File: src/rtl/peripheral_biu_pkg.sv
// Shared BIU encodings, burst helpers and the SPRAM bridge FSM state type.
package peripheral_biu_pkg;

  localparam logic [2:0] HBURST_SINGLE = 3'd0;
  localparam logic [2:0] HBURST_INCR   = 3'd1;
  localparam logic [2:0] HBURST_WRAP4  = 3'd2;
  localparam logic [2:0] HBURST_INCR4  = 3'd3;
  localparam logic [2:0] HBURST_WRAP8  = 3'd4;
  localparam logic [2:0] HBURST_INCR8  = 3'd5;
  localparam logic [2:0] HBURST_WRAP16 = 3'd6;
  localparam logic [2:0] HBURST_INCR16 = 3'd7;

  localparam logic [2:0] HSIZE_BYTE  = 3'd0;
  localparam logic [2:0] HSIZE_HWORD = 3'd1;
  localparam logic [2:0] HSIZE_WORD  = 3'd2;
  localparam logic [2:0] HSIZE_DWORD = 3'd3;

  typedef enum logic [1:0] {ST_IDLE, ST_BURST, ST_ERR} spram_bridge_state_t;

  function automatic logic hburst_valid(logic [2:0] hb);
    case (hb)
      HBURST_SINGLE, HBURST_INCR, HBURST_WRAP4, HBURST_INCR4,
      HBURST_WRAP8, HBURST_INCR8, HBURST_WRAP16, HBURST_INCR16: return 1'b1;
      default: return 1'b0;
    endcase
  endfunction

  function automatic logic [4:0] burst_len(logic [2:0] hb);
    case (hb)
      HBURST_WRAP4,  HBURST_INCR4:  return 5'd4;
      HBURST_WRAP8,  HBURST_INCR8:  return 5'd8;
      HBURST_WRAP16, HBURST_INCR16: return 5'd16;
      default:                      return 5'd1;
    endcase
  endfunction

  function automatic logic is_wrap(logic [2:0] hb);
    return (hb == HBURST_WRAP4) || (hb == HBURST_WRAP8) || (hb == HBURST_WRAP16);
  endfunction

  // Next beat: step to the following word; wraps stay inside the N-word block.
  function automatic logic [63:0] next_addr(logic [63:0] a, logic [2:0] hb, logic [63:0] bytes);
    logic [63:0] inc, blk;
    inc = (a & ~(bytes - 64'd1)) + bytes;
    blk = 64'(burst_len(hb)) * bytes;
    if (is_wrap(hb)) return (a & ~(blk - 64'd1)) | (inc & (blk - 64'd1));
    return inc;
  endfunction

endpackage

File: src/rtl/peripheral_spram_bridge_delay.sv
// Clearable shift register of DEPTH stages carrying {valid, addr} alongside the RAM latency.
module peripheral_spram_bridge_delay #(
  parameter int DEPTH = 1,
  parameter int WIDTH = 1
) (
  input  logic             clk,
  input  logic             rst,
  input  logic [WIDTH-1:0] d,
  output logic [WIDTH-1:0] q
);

  logic [DEPTH-1:0][WIDTH-1:0] dl_pipe;

  always_ff @(posedge clk or posedge rst) begin
    if (rst) begin
      dl_pipe <= '0;
    end else begin
      dl_pipe[0] <= d;
      for (int i = 1; i < DEPTH; i++) dl_pipe[i] <= dl_pipe[i-1];
    end
  end

  assign q = dl_pipe[DEPTH-1];

endmodule

File: src/rtl/peripheral_spram_bridge_biu_pipe.sv
// BIU to single-port RAM bridge: per-beat requests, byte enables, latency-matched acks.
// Optional start-address window check: define SPRAM_BRIDGE_RANGE_CHECK_EN.
module peripheral_spram_bridge_biu_pipe
  import peripheral_biu_pkg::*;
#(
  parameter int          XLEN        = 64,
  parameter int          PLEN        = 64,
  parameter int          RAM_LATENCY = 1,
  parameter logic [63:0] MEM_BASE    = 64'h0,
  parameter logic [63:0] MEM_SIZE    = 64'h10000
) (
  input  logic              clk,
  input  logic              rst,
  output logic              ram_req_o,
  output logic              ram_we_o,
  output logic [XLEN/8-1:0] ram_be_o,
  output logic [PLEN-1:0]   ram_addr_o,
  output logic [XLEN-1:0]   ram_d_o,
  input  logic [XLEN-1:0]   ram_q_i,
  input  logic              biu_stb_i,
  output logic              biu_stb_ack_o,
  output logic              biu_d_ack_o,
  input  logic [PLEN-1:0]   biu_adri_i,
  output logic [PLEN-1:0]   biu_adro_o,
  input  logic [2:0]        biu_size_i,
  input  logic [2:0]        biu_type_i,
  input  logic [2:0]        biu_prot_i,
  input  logic              biu_lock_i,
  input  logic              biu_we_i,
  input  logic [XLEN-1:0]   biu_d_i,
  output logic [XLEN-1:0]   biu_q_o,
  output logic              biu_ack_o,
  output logic              biu_err_o
);

  localparam int          BYTES   = XLEN / 8;
  localparam int          SZ_MAX  = $clog2(BYTES);
  localparam logic [63:0] BYTES64 = 64'(BYTES);

  spram_bridge_state_t state, state_nx;
  logic [3:0]       cnt, cnt_nx;
  logic [2:0]       hburst_r;
  logic             we_r;
  logic             accept, bad, size_bad, misal, range_bad, err_nx;
  logic             beat_vld, beat_we;
  logic [PLEN-1:0]  beat_addr;
  logic [BYTES-1:0] beat_be, first_be;
  logic [4:0]       len;
  logic [PLEN:0]    dl_q;

  logic unused_in;
  assign unused_in = ^{biu_prot_i, biu_lock_i};

`ifdef SPRAM_BRIDGE_RANGE_CHECK_EN
  localparam logic [PLEN:0] RANGE_LO = (PLEN+1)'(MEM_BASE);
  localparam logic [PLEN:0] RANGE_HI = RANGE_LO + (PLEN+1)'(MEM_SIZE);
  assign range_bad = ({1'b0, biu_adri_i} < RANGE_LO) || ({1'b0, biu_adri_i} >= RANGE_HI);
`else
  logic unused_range;
  assign unused_range = ^{MEM_BASE, MEM_SIZE};
  assign range_bad    = 1'b0;
`endif

  assign len      = burst_len(biu_type_i);
  assign size_bad = biu_size_i > 3'(SZ_MAX);
  assign misal    = |(biu_adri_i & PLEN'((64'd1 << biu_size_i) - 64'd1));
  assign bad      = size_bad | misal | ~hburst_valid(biu_type_i) | range_bad;

  // 2^size lanes starting at the in-word offset; full-word and larger enable every lane
  always_comb begin
    if (biu_size_i >= 3'(SZ_MAX)) first_be = '1;
    else first_be = BYTES'((32'd1 << (32'd1 << biu_size_i)) - 32'd1) << biu_adri_i[SZ_MAX-1:0];
  end

  always_comb begin
    state_nx      = state;
    cnt_nx        = cnt;
    accept        = 1'b0;
    biu_stb_ack_o = 1'b0;
    biu_d_ack_o   = 1'b0;
    beat_vld      = 1'b0;
    beat_we       = we_r;
    beat_addr     = ram_addr_o;
    beat_be       = '1;
    err_nx        = 1'b0;
    case (state)
      ST_IDLE: begin
        biu_stb_ack_o = biu_stb_i;
        if (biu_stb_i) begin
          accept      = 1'b1;
          biu_d_ack_o = 1'b1;
          if (bad) begin
            state_nx = ST_ERR;
            err_nx   = 1'b1;
          end else begin
            beat_vld  = 1'b1;
            beat_we   = biu_we_i;
            beat_addr = biu_adri_i;
            beat_be   = first_be;
            if (len != 5'd1) begin
              state_nx = ST_BURST;
              cnt_nx   = 4'(len - 5'd1);
            end
          end
        end
      end
      ST_BURST: begin
        biu_d_ack_o = 1'b1;
        beat_vld    = 1'b1;
        beat_addr   = PLEN'(next_addr(64'(ram_addr_o), hburst_r, BYTES64));
        cnt_nx      = cnt - 4'd1;
        if (cnt == 4'd1) state_nx = ST_IDLE;
      end
      ST_ERR:  state_nx = ST_IDLE;
      default: state_nx = ST_IDLE;
    endcase
  end

  always_ff @(posedge clk or posedge rst) begin
    if (rst) begin
      state <= ST_IDLE;
      cnt   <= '0;
    end else begin
      state <= state_nx;
      cnt   <= cnt_nx;
    end
  end

  always_ff @(posedge clk or posedge rst) begin
    if (rst) begin
      hburst_r   <= '0;
      we_r       <= 1'b0;
      ram_req_o  <= 1'b0;
      ram_we_o   <= 1'b0;
      ram_be_o   <= '0;
      ram_addr_o <= '0;
      ram_d_o    <= '0;
      biu_err_o  <= 1'b0;
    end else begin
      ram_req_o <= beat_vld;
      biu_err_o <= err_nx;
      if (accept) begin
        hburst_r <= biu_type_i;
        we_r     <= biu_we_i;
      end
      if (biu_d_ack_o) ram_d_o <= biu_d_i;
      if (beat_vld) begin
        ram_addr_o <= beat_addr;
        ram_be_o   <= beat_be;
        ram_we_o   <= beat_we;
      end
    end
  end

  peripheral_spram_bridge_delay #(.DEPTH(RAM_LATENCY), .WIDTH(PLEN + 1)) u_delay (
    .clk (clk),
    .rst (rst),
    .d   ({ram_req_o, ram_addr_o}),
    .q   (dl_q)
  );

  assign biu_ack_o  = dl_q[PLEN];
  assign biu_adro_o = dl_q[PLEN-1:0];
  assign biu_q_o    = biu_ack_o ? ram_q_i : '0;

endmodule

File: config.mk
export PLATFORM = sky130hd
export DESIGN_NAME = peripheral_spram_bridge_biu_pipe
export DESIGN_NICKNAME = d
export VERILOG_FILES = /design/src/rtl/peripheral_biu_pkg.sv /design/src/rtl/peripheral_spram_bridge_delay.sv /design/src/rtl/peripheral_spram_bridge_biu_pipe.sv
export SDC_FILE = /design/constraint.sdc
export NUM_CORES = 1
export LEC_CHECK = 0
export CAP_MARGIN = 20
export CORE_AREA = 3 3 182 184
export CTS_CLUSTER_SIZE = 28
export DETAILED_ROUTE_END_ITERATION = 16
export DIE_AREA = 0 0 185 187
export GPL_TIMING_DRIVEN = 0
export HOLD_SLACK_MARGIN = 0.03
export PLACE_DENSITY = 0.76
export REMOVE_ABC_BUFFERS = 1
export SYNTH_ARGS = -nofsm -noshare
export SYNTH_HDL_FRONTEND = slang
export SYNTH_HIERARCHICAL = 1
export SYNTH_SLANG_ARGS = --single-unit
File: constraint.sdc
create_clock -name clk -period 5.9 [get_ports clk]
set_input_delay 0.59 -clock clk [delete_from_list [all_inputs] [get_ports clk]]
set_output_delay 0.59 -clock clk [all_outputs]
set_load 0.02 [all_outputs]
Word-level counts from Yosys, hierarchy flattened
Cells that the tools add are included.
Widths: inputs -> output; s select.
{"block": "classes", "muxes": 37, "bitwise_logic": 8, "add_sub_neg": 6, "order_cmp": 2, "div_mod_pow": 0, "shifts": 4, "reduce_logical": 14, "n_mul": 0, "n_eq_ne": 20}
{"op": "$mux 64", "count": 5}
{"op": "$and 64x64->64", "count": 3}
{"op": "$pmux 64 s2", "count": 1}
{"op": "$add 64x4->64 const B", "count": 1}
{"op": "$not 64->64", "count": 1}
{"op": "$or 64x64->64", "count": 1}
{"op": "$reduce_or 64->1", "count": 1}
{"op": "$shl 1x3->64 const A", "count": 1}
{"op": "$sub 64x1->64 const B", "count": 1}
{"op": "$mux 8", "count": 4}
{"op": "$shl 1x3->32 const A", "count": 1}
{"op": "$shl 1x32->8 const A", "count": 1}
{"op": "$pmux 5 s3", "count": 2}
{"op": "$eq 3x3->1 const B", "count": 8}
{"op": "$mux 1", "count": 13}
{"op": "$eq 3x2->1 const B", "count": 4}
{"op": "$mux 4", "count": 3}
{"op": "$reduce_or 2->1", "count": 6}
{"op": "$sub 8x1->9 const B", "count": 1}
{"op": "$mux 2", "count": 4}
{"op": "$ne 2x2->1 const B", "count": 4}
{"op": "$pmux 4 s2", "count": 1}
{"op": "$reduce_and 4->1", "count": 2}
{"op": "$shl 8x3->8", "count": 1}
{"op": "other kinds (17)", "count": 21}
{"block": "totals", "rom_bits": 0, "in_bits": 206, "latchBits": 0, "ff_bits": 214, "ram_bits": 0, "mem_count": 0}

Depth between registers and ports, before layout
Gate-level depths: netlist of run 1.
{"block": "depth", "ltp_word": 11, "depth_mapped": 13, "mapped_depth_nobuf": 9}

Modules after synthesis
The synthesis of run 1 kept the hierarchy.
{"mod": "peripheral_spram_bridge_biu_pipe", "seq_area_each_um2": 3728.6, "cells_per_inst": 1057, "area_each_um2": 8822.2, "n_inst": 1}
{"mod": "peripheral_spram_bridge_delay", "seq_area_each_um2": 1626.6, "cells_per_inst": 66, "area_each_um2": 1630.3, "n_inst": 1}

Worst setup path before layout of run 1
OpenSTA, ideal clock, no wires.
{"block": "synth_path", "kind": "in2reg", "startpoint": "in biu_size_i[1]", "endpoint": "reg (tool-made name)", "arrival_time_ns": 2.852, "required_ns": 5.777, "setup_ns": 0.123, "slack_ns": 2.926, "path_stages": 11, "path_cell_list": "clkbuf_1 -> clkbuf_1 -> nand3_1 -> ha_1 -> inv_1 -> a221oi_1 -> and4_1 -> nand4_2 -> or3_1 -> buf_2 -> o221a_2"}
{"element": "from (decl)", "line_no": "peripheral_spram_bridge_biu_pipe.sv:25", "source": "input logic [2:0] biu_size_i,"}

==> results of run 1 <==
placed cells by master, fill, tap and decap left out, types with 11 or more instances in the layout:
cell type,instances
sky130_fd_sc_hd__clkbuf_16,25
sky130_fd_sc_hd__inv_1,23
sky130_fd_sc_hd__nand3_1,39
sky130_fd_sc_hd__mux2i_1,27
sky130_fd_sc_hd__nor2_1,74
sky130_fd_sc_hd__and2_1,68
sky130_fd_sc_hd__nand2b_1,12
sky130_fd_sc_hd__a21oi_1,48
sky130_fd_sc_hd__a22oi_1,11
sky130_fd_sc_hd__nand4_1,15
sky130_fd_sc_hd__nor3_1,25
sky130_fd_sc_hd__dfrtp_1,214
sky130_fd_sc_hd__nand2_1,264
sky130_fd_sc_hd__xnor2_1,15
sky130_fd_sc_hd__nor4_1,14
sky130_fd_sc_hd__and3_1,11
sky130_fd_sc_hd__o21ai_0,27
sky130_fd_sc_hd__clkdlybuf4s50_1,471
logic make-up (layout without fill, tap and decap cells):
kind of cell,count (synthesis),count (layout)
fa+ha+maj,6,6
flops,214,214
mux,33,33
other cells,1,9
xor+xnor,22,22
simple gates,582,582
buf+inv,89,556
compound gates,176,176
metrics by stage:
| step | util [%] | total power, mW | TNS (ns) | setup WS [ns] | instance area [sq um] |
|---|---|---|---|---|---|
| after floorplan | - | 3.20 | 0 | 0.483 | 10200 |
| after global placement | 48.8 | 4.40 | -431.53 | -3.29 | 15400 |
| after detailed placement | 49.7 | 4.46 | 0 | 1.40 | 15700 |
| after CTS | 52.4 | 6.06 | 0 | 1.94 | 16500 |
| after global routing | 52.5 | 6.31 | 0 | 1.67 | 16600 |
| final | 52.5 | 6.02 | 0 | 1.95 | 16600 |
final timing paths:
path                       cells after the start  slack (ns)                       to                 start
setup / recovery                              12        1.95                 register         biu_size_i[0]
hold / removal                                 0        0.38  u_delay/q[64]$_DFF_PP0_   ram_req_o$_DFF_PP0_
setup reg to reg                               9        2.07                 register  state[0]$_DFFE_PP0P_
hold reg to reg                                0        0.38  u_delay/q[64]$_DFF_PP0_   ram_req_o$_DFF_PP0_
max in group asynchronous                      3        4.49   ram_d_o[5]$_DFFE_PP0P_                   rst
min in group asynchronous                      2        0.56                async pin                   rst
cell type report:
type                       count  area [sq um]  share of cell area, %
tap                          402           503                   3.04
inverter                      26           105                  0.635
multi-input combinational    820          4750                   28.7
clock buffer                  33           716                   4.32
antenna                        8          20.0                  0.121
clock inverter                12           131                  0.793
sequential                   214          5360                   32.3
timing repair buffer         485          4980                   30.1
per-layer routing:
layer	up-vias	track usage, %	wire, um
li1	4788	-	-
met1	5035	27.0	15000
met2	601	40.8	21100
met3	88	6.98	4410
met4	6	8.51	1540
met5	-	0	30
worst register-to-register path, delay by kind of cell, from the launching register on:
kind | cells | cell delay (ns)
and+or+nand+nor | 4 | 1.95
buffers and inverters | 3 | 0.76
DFF | 1 | 0.75
xor gates and xnor gates | 1 | 0.15
AOI/OAI and AO/OA | 1 | 0.08
power groups by stage:
stage / Combinational [mW] / Sequential, mW / Clock [mW]
floorplan: 0.599 / 2.60 / 0
global placement: 2.13 / 2.27 / 0
detailed placement: 2.18 / 2.28 / 0
CTS: 2.18 / 2.26 / 1.61
global route: 2.31 / 2.32 / 1.68
finish: 2.17 / 2.27 / 1.58
==> Flow_metrics.wiki, run 1 <==
{| class="wikitable"
! Metric !! Value
|-
| Outcome || finished, final reports clean
|-
| Core Box Area || 31,600 sq um
|-
| Filler cells || 2,793
|-
| Data required time of the worst path || 6.31 ns
|-
| Most instantiated flip-flop cell in the synthesis netlist || sky130_fd_sc_hd__dfrtp_1
|-
| Cells along the critical path || clkdlybuf4s50_1, nor3b_1, inv_1, ha_1, nand2b_1, a41o_1, a211oi_1, nand4_1, buf_8, buf_8, nand2b_1, o221a_2
|-
| Maximum clock frequency || 253 MHz
|-
| Routed via count || 10,500
|-
| Crit path buf inv count || 4
|-
| Worst slew margin relative to its limit || 27.6%
|-
| Largest net degree at the start of global routing || 89
|-
| Highest cell delay on the worst timing path || 0.80 ns
|-
| Share of total power in sequential cells || 37.7%
|-
| Count of flip-flops with a built-in enable after synthesis || 0
|-
| Max Transition Viols Final || 0
|-
| Parity-gate share of the synthesized area counting xor and xnor cells || 1.84%
|-
| Worst min-delay path category || register to register
|-
| Crit path capture type || register
|-
| Die area || 34,600 sq um
|-
| Insertion delay of the later-clocked pin in the worst-skew pair || 0.52 ns
|-
| Gates resized, CTS repair || 0
|-
| Static Leakage || 7.04 nW
|-
| Cell types occupying the most area after synthesis || sky130_fd_sc_hd__dfrtp_1, sky130_fd_sc_hd__nand2_1, sky130_fd_sc_hd__and2_1
|-
| Total setup violations reported at the end of the flow || 0
|-
| Logic pwr share || 36.0%
|-
| Length of the first detailed-routing pass in iterations || 6
|-
| Non-filler instance count after layout || 2,000
|-
| Effective utilization at floorplan || 33.1%
|-
| Max Cap Violations || 0
|-
| Routability cong. || 0.881
|-
| Remaining antenna violation count after routing || 0
|-
| CTS H-tree lvls || 1
|-
| Vias in the first global route || 10,600
|-
| Number of synthesized register bits || 214
|-
| Post-CTS setup buffers || 0
|-
| Global route total overflow || 0
|-
| Fraction of power consumed by the clock network || 26.3%
|-
| Average wire per standard cell || 21.0 um
|-
| Data arrival time of the critical path || 4.36 ns
|-
| Clock root buffer || sky130_fd_sc_hd__clkbuf_16
|-
| Switching Power || 2.20 mW
|-
| Mapped Avg Cell Area || 9.31 sq um
|-
| Internal power || 3.81 mW
|-
| Worst hold-check slack || 0.376 ns
|-
| Worst supply voltage drop on vdd || 0.279 mV
|-
| Initial antenna violation count || 10
|-
| RSZ-0062 raised after global routing || false
|-
| Actual transition at the worst max-transition pin || 1.08 ns
|-
| Skew final || 0.0215 ns
|-
| Most area-hungry cell type in the Yosys netlist || sky130_fd_sc_hd__dfrtp_1
|-
| Cell count after synthesis || 1,123
|-
| Cell family with most CP delay || buffers and inverters
|-
| Global-route wire length before repair || 63,400 um
|-
| Ports || 476
|-
| DRC viols || 0
|-
| Cell types with the highest counts after synthesis || sky130_fd_sc_hd__nand2_1, sky130_fd_sc_hd__dfrtp_1, sky130_fd_sc_hd__nor2_1
|-
| Number of rows in the core area || 65
|-
| Post-synthesis mux area share || 3.23%
|-
| PortBufs || 471
|-
| Maximum clock path buffer count || 3
|-
| Type of the setup path with the least slack || input pin to register
|-
| PD cells || 363 nW/um^2
|-
| Post-synth ARST share || 100%
|-
| Number of sinks driven by the clock tree || 214
|-
| Die Ht || 187 um
|-
| Cts hold-fix bufs || 0
|-
| Cell variety after synth || 77
|-
| Sw Share || 36.6%
|-
| Detailed-route wire length || 42,000 um
|-
| CTS tree || done
|-
| Final net count || 1,784
|-
| Global-route usage over all layers || 23.4%
|-
| Number of buffers inserted during clock tree synthesis || 25
|-
| Dominant combinational cell family by area after synthesis || simple AND/OR/NAND/NOR gates
|-
| Post-DR vias/cell || 5.26
|-
| Warning count from the yosys run || 6
|-
| Syn-to-layout area delta || 58.4%
|-
| Adder-cell share of the synthesized area || 0.718%
|-
| Fraction of synthesized cell area taken by the top area cell type || 51.2%
|-
| Sequential-to-total area share from yosys stat || 51.2%
|-
| Leading cell type by number of instances after synthesis || sky130_fd_sc_hd__nand2_1
|-
| Post-placement cell count || 1,946
|-
| Worst-path cell with the longest stage delay || sky130_fd_sc_hd__clkdlybuf4s50_1
|-
| Netlist area before placement || 10,500 sq um
|-
| Fin crit share || 66.9%
|-
| First DRT Iteration DRCs || 904
|-
| Placed wire-length estimate || 32,600 um
|-
| Final min period || 3.95 ns
|-
| Fraction of layout instances using a drive strength above 1 || 6.29%
|-
| Reg clk slew, reported paths || 0.07 ns
|-
| Fraction of the mapped netlist area in compound gates || 11.8%
|-
| Top fanout value on the critical path || 17
|-
| Startpoint type of the worst setup path || input pin
|-
| Synthesized-area fraction occupied by and/or/nand/nor cells || 27.5%
|-
| Overall die width || 185 um
|-
| Final count of hold timing violations || 0
|}
Power figures use the tool's default switching activity.
==> run 2, diff against run 1 <==
--- a/config.mk
+++ b/config.mk
@@ -6,10 +6,10 @@
 export NUM_CORES = 1
 export LEC_CHECK = 0
 export CAP_MARGIN = 20
-export CORE_AREA = 3 3 182 184
+export CORE_AREA = 3 3 186 188
 export CTS_CLUSTER_SIZE = 28
 export DETAILED_ROUTE_END_ITERATION = 16
-export DIE_AREA = 0 0 185 187
+export DIE_AREA = 0 0 189 191
 export GPL_TIMING_DRIVEN = 0
 export HOLD_SLACK_MARGIN = 0.03
 export PLACE_DENSITY = 0.76
==> constraint.sdc (replaced) <==
create_clock -name clk -period 3.3 [get_ports clk]
set_input_delay 0.33 -clock clk [delete_from_list [all_inputs] [get_ports clk]]
set_output_delay 0.33 -clock clk [all_outputs]
set_load 0.02 [all_outputs]
==> Flow_metrics.wiki, run 2 (synthesis results as in run 1) <==
{| class="wikitable"
! Metric !! Value
|-
| Global route total overflow || 0
|-
| Top fanout value on the critical path || 31
|-
| DRC viols || 0
|-
| Source of the worst hold timing path || biu_d_i[32]
|-
| Outcome || finished, final reports clean
|-
| Data required time of the worst path || 2.97 ns
|-
| Number of buffers inserted during clock tree synthesis || 25
|-
| Ports || 476
|-
| Data arrival time of the critical path || 2.83 ns
|-
| PD cells || 648 nW/um^2
|-
| Actual transition at the worst max-transition pin || 0.949 ns
|-
| Maximum clock frequency || 317 MHz
|-
| Max Cap Violations || 0
|-
| PortBufs || 471
|-
| PnR worst setup slack || 0.141 ns
|-
| Remaining antenna violation count after routing || 0
|-
| Multi-input combinational cell area || 4790 sq um
|-
| Effective utilization at floorplan || 31.4%
|-
| Min-Delay Path Depth || 3
|-
| Setup TNS || 0 ns
|-
| Fin crit share || 95.7%
|-
| Worst slew margin relative to its limit || 36.2%
|-
| Post-DR vias/cell || 5.14
|-
| Average wire per standard cell || 19.8 um
|-
| Length of the first detailed-routing pass in iterations || 5
|-
| Final net count || 1,790
|-
| Cts hold-fix bufs || 0
|-
| Routed via count || 10,500
|-
| Fraction of layout instances using a drive strength above 1 || 7.08%
|-
| Maximum clock path buffer count || 3
|-
| Total setup violations reported at the end of the flow || 0
|-
| Insertion delay of the later-clocked pin in the worst-skew pair || 0.53 ns
|-
| Die area || 36,100 sq um
|-
| Cells on worst reg2reg path || 9
|-
| Die Ht || 191 um
|-
| Max Transition Viols Final || 0
|-
| Worst hold-check slack || 0.333 ns
|-
| Core Box Area || 33,300 sq um
|-
| Post-layout utilization of the core || 50.2%
|-
| Crit Reg-Reg Startpoint || state[0]$_DFFE_PP0P_
|-
| Crit path capture type || output pin
|-
| Detailed-route wire length || 40,500 um
|-
| Static Leakage || 7.10 nW
|-
| R2R Setup Slk || 0.29 ns
|-
| Reg clk slew, reported paths || 0.06 ns
|-
| Commonest cells after routing, fill and taps aside || sky130_fd_sc_hd__clkdlybuf4s50_1, sky130_fd_sc_hd__nand2_1, sky130_fd_sc_hd__dfrtp_1
|-
| Number of rows in the core area || 67
|-
| Overall die width || 189 um
|-
| Vias in the first global route || 10,400
|-
| Routability cong. || 0.914
|-
| Clock root buffer || sky130_fd_sc_hd__clkbuf_16
|-
| Largest net degree at the start of global routing || 84
|-
| End point of the worst hold path || ram_d_o[32]$_DFFE_PP0P_
|-
| Leading cell type in the layout, fill and taps excluded || sky130_fd_sc_hd__clkdlybuf4s50_1
|-
| Final count of hold timing violations || 0
|-
| Skew final || 0.0210 ns
|-
| Worst min-delay path category || input pin to register
|-
| Final min period || 3.16 ns
|-
| CTS H-tree lvls || 1
|-
| First DRT Iteration DRCs || 606
|-
| Worst supply voltage drop on vdd || 0.383 mV
|-
| Global-route usage over all layers || 21.3%
|-
| Type of the setup path with the least slack || register to output pin
|-
| Minimum setup slack after placement || -1.31 ns
|-
| Number of sinks driven by the clock tree || 214
|-
| Filler cells || 2,986
|-
| Syn-to-layout area delta || 59.8%
|-
| CTS tree || done
|-
| Sequential cell area || 5360 sq um
|-
| Initial antenna violation count || 6
|-
| Placed wire-length estimate || 30,300 um
|-
| Global-route wire length before repair || 61,200 um
|-
| Startpoint type of the worst setup path || register
|}
-- run 2: cell types whose count changed in the layout (fill, tap and decap cells not counted), moves of 2 or more --
cell,change
sky130_fd_sc_hd__dlymetal6s2s_1,+3
sky130_fd_sc_hd__buf_4,+6
sky130_fd_sc_hd__bufinv_16,+2
sky130_fd_sc_hd__nor2_1,-2
sky130_fd_sc_hd__clkbuf_8,-2
sky130_fd_sc_hd__nor2_2,+2
sky130_fd_sc_hd__buf_6,+2
sky130_fd_sc_hd__clkinv_4,-3
sky130_fd_sc_hd__clkdlybuf4s50_1,-3
sky130_fd_sc_hd__diode_2,-6
sky130_fd_sc_hd__buf_8,-3
-- run 2: metrics by stage --
stage               cell area [sq um]  power [mW]  instances
floorplan                       10200        5.72       1060
CTS                             16700        10.9       2040
detailed placement              15700        7.90       1992
global route                    16700        11.4       2044
global placement                15500        7.80       1979
finish                          16700        10.8       2045
-- run 2: repair_timing --
item,CTS,global route
pin swaps,0,1
gates resized for setup,6,5
setup buffers,4,2
cloned,0,1
setup endpoints to repair,79,64
-- run 2: critical path, stage by stage (launching register included) --
cell and delay [ns]:
sky130_fd_sc_hd__dfrtp_2 0.57, sky130_fd_sc_hd__buf_16 0.24, sky130_fd_sc_hd__nor2b_4 0.16, sky130_fd_sc_hd__buf_12 0.20, sky130_fd_sc_hd__nor2_2 0.38, sky130_fd_sc_hd__clkdlybuf4s50_1 0.74
-- run 2: layer usage --
metal	wire, um	global-route usage (%)
met4	1790	8.25
met2	19300	36.3
met5	81	0
met3	3960	6.27
met1	15300	25.4
-- run 2: worst max path at each step --
stage / startpoint / depth (start not counted) / endpoint
after floorplan: state[0]$_DFFE_PP0P_ / 6 / register
after global placement: state[0]$_DFFE_PP0P_ / 3 / biu_d_ack_o
after detailed placement: biu_size_i[0] / 12 / register
after CTS: state[0]$_DFFE_PP0P_ / 4 / biu_d_ack_o
after global routing: state[0]$_DFFE_PP0P_ / 5 / biu_stb_ack_o
final: state[0]$_DFFE_PP0P_ / 5 / biu_stb_ack_o
-- run 2: final cells by class --
cell class                 instances  share of cell area, %
tap                              448                   3.36
sequential                       214                   32.1
timing repair buffer             490                   30.0
multi-input combinational        821                   28.7
inverter                          26                  0.644
antenna                            2                 0.0300
clock buffer                      30                   4.10
clock inverter                    14                   1.12
-- run 2: report_power, final --
part | internal [mW] | total, mW | leakage [nW] | switching (mW)
sequential | 3.28 | 4.04 | 2.40 | 0.761
clock | 1.79 | 2.94 | 0.428 | 1.15
combinational | 1.85 | 3.84 | 4.27 | 1.99
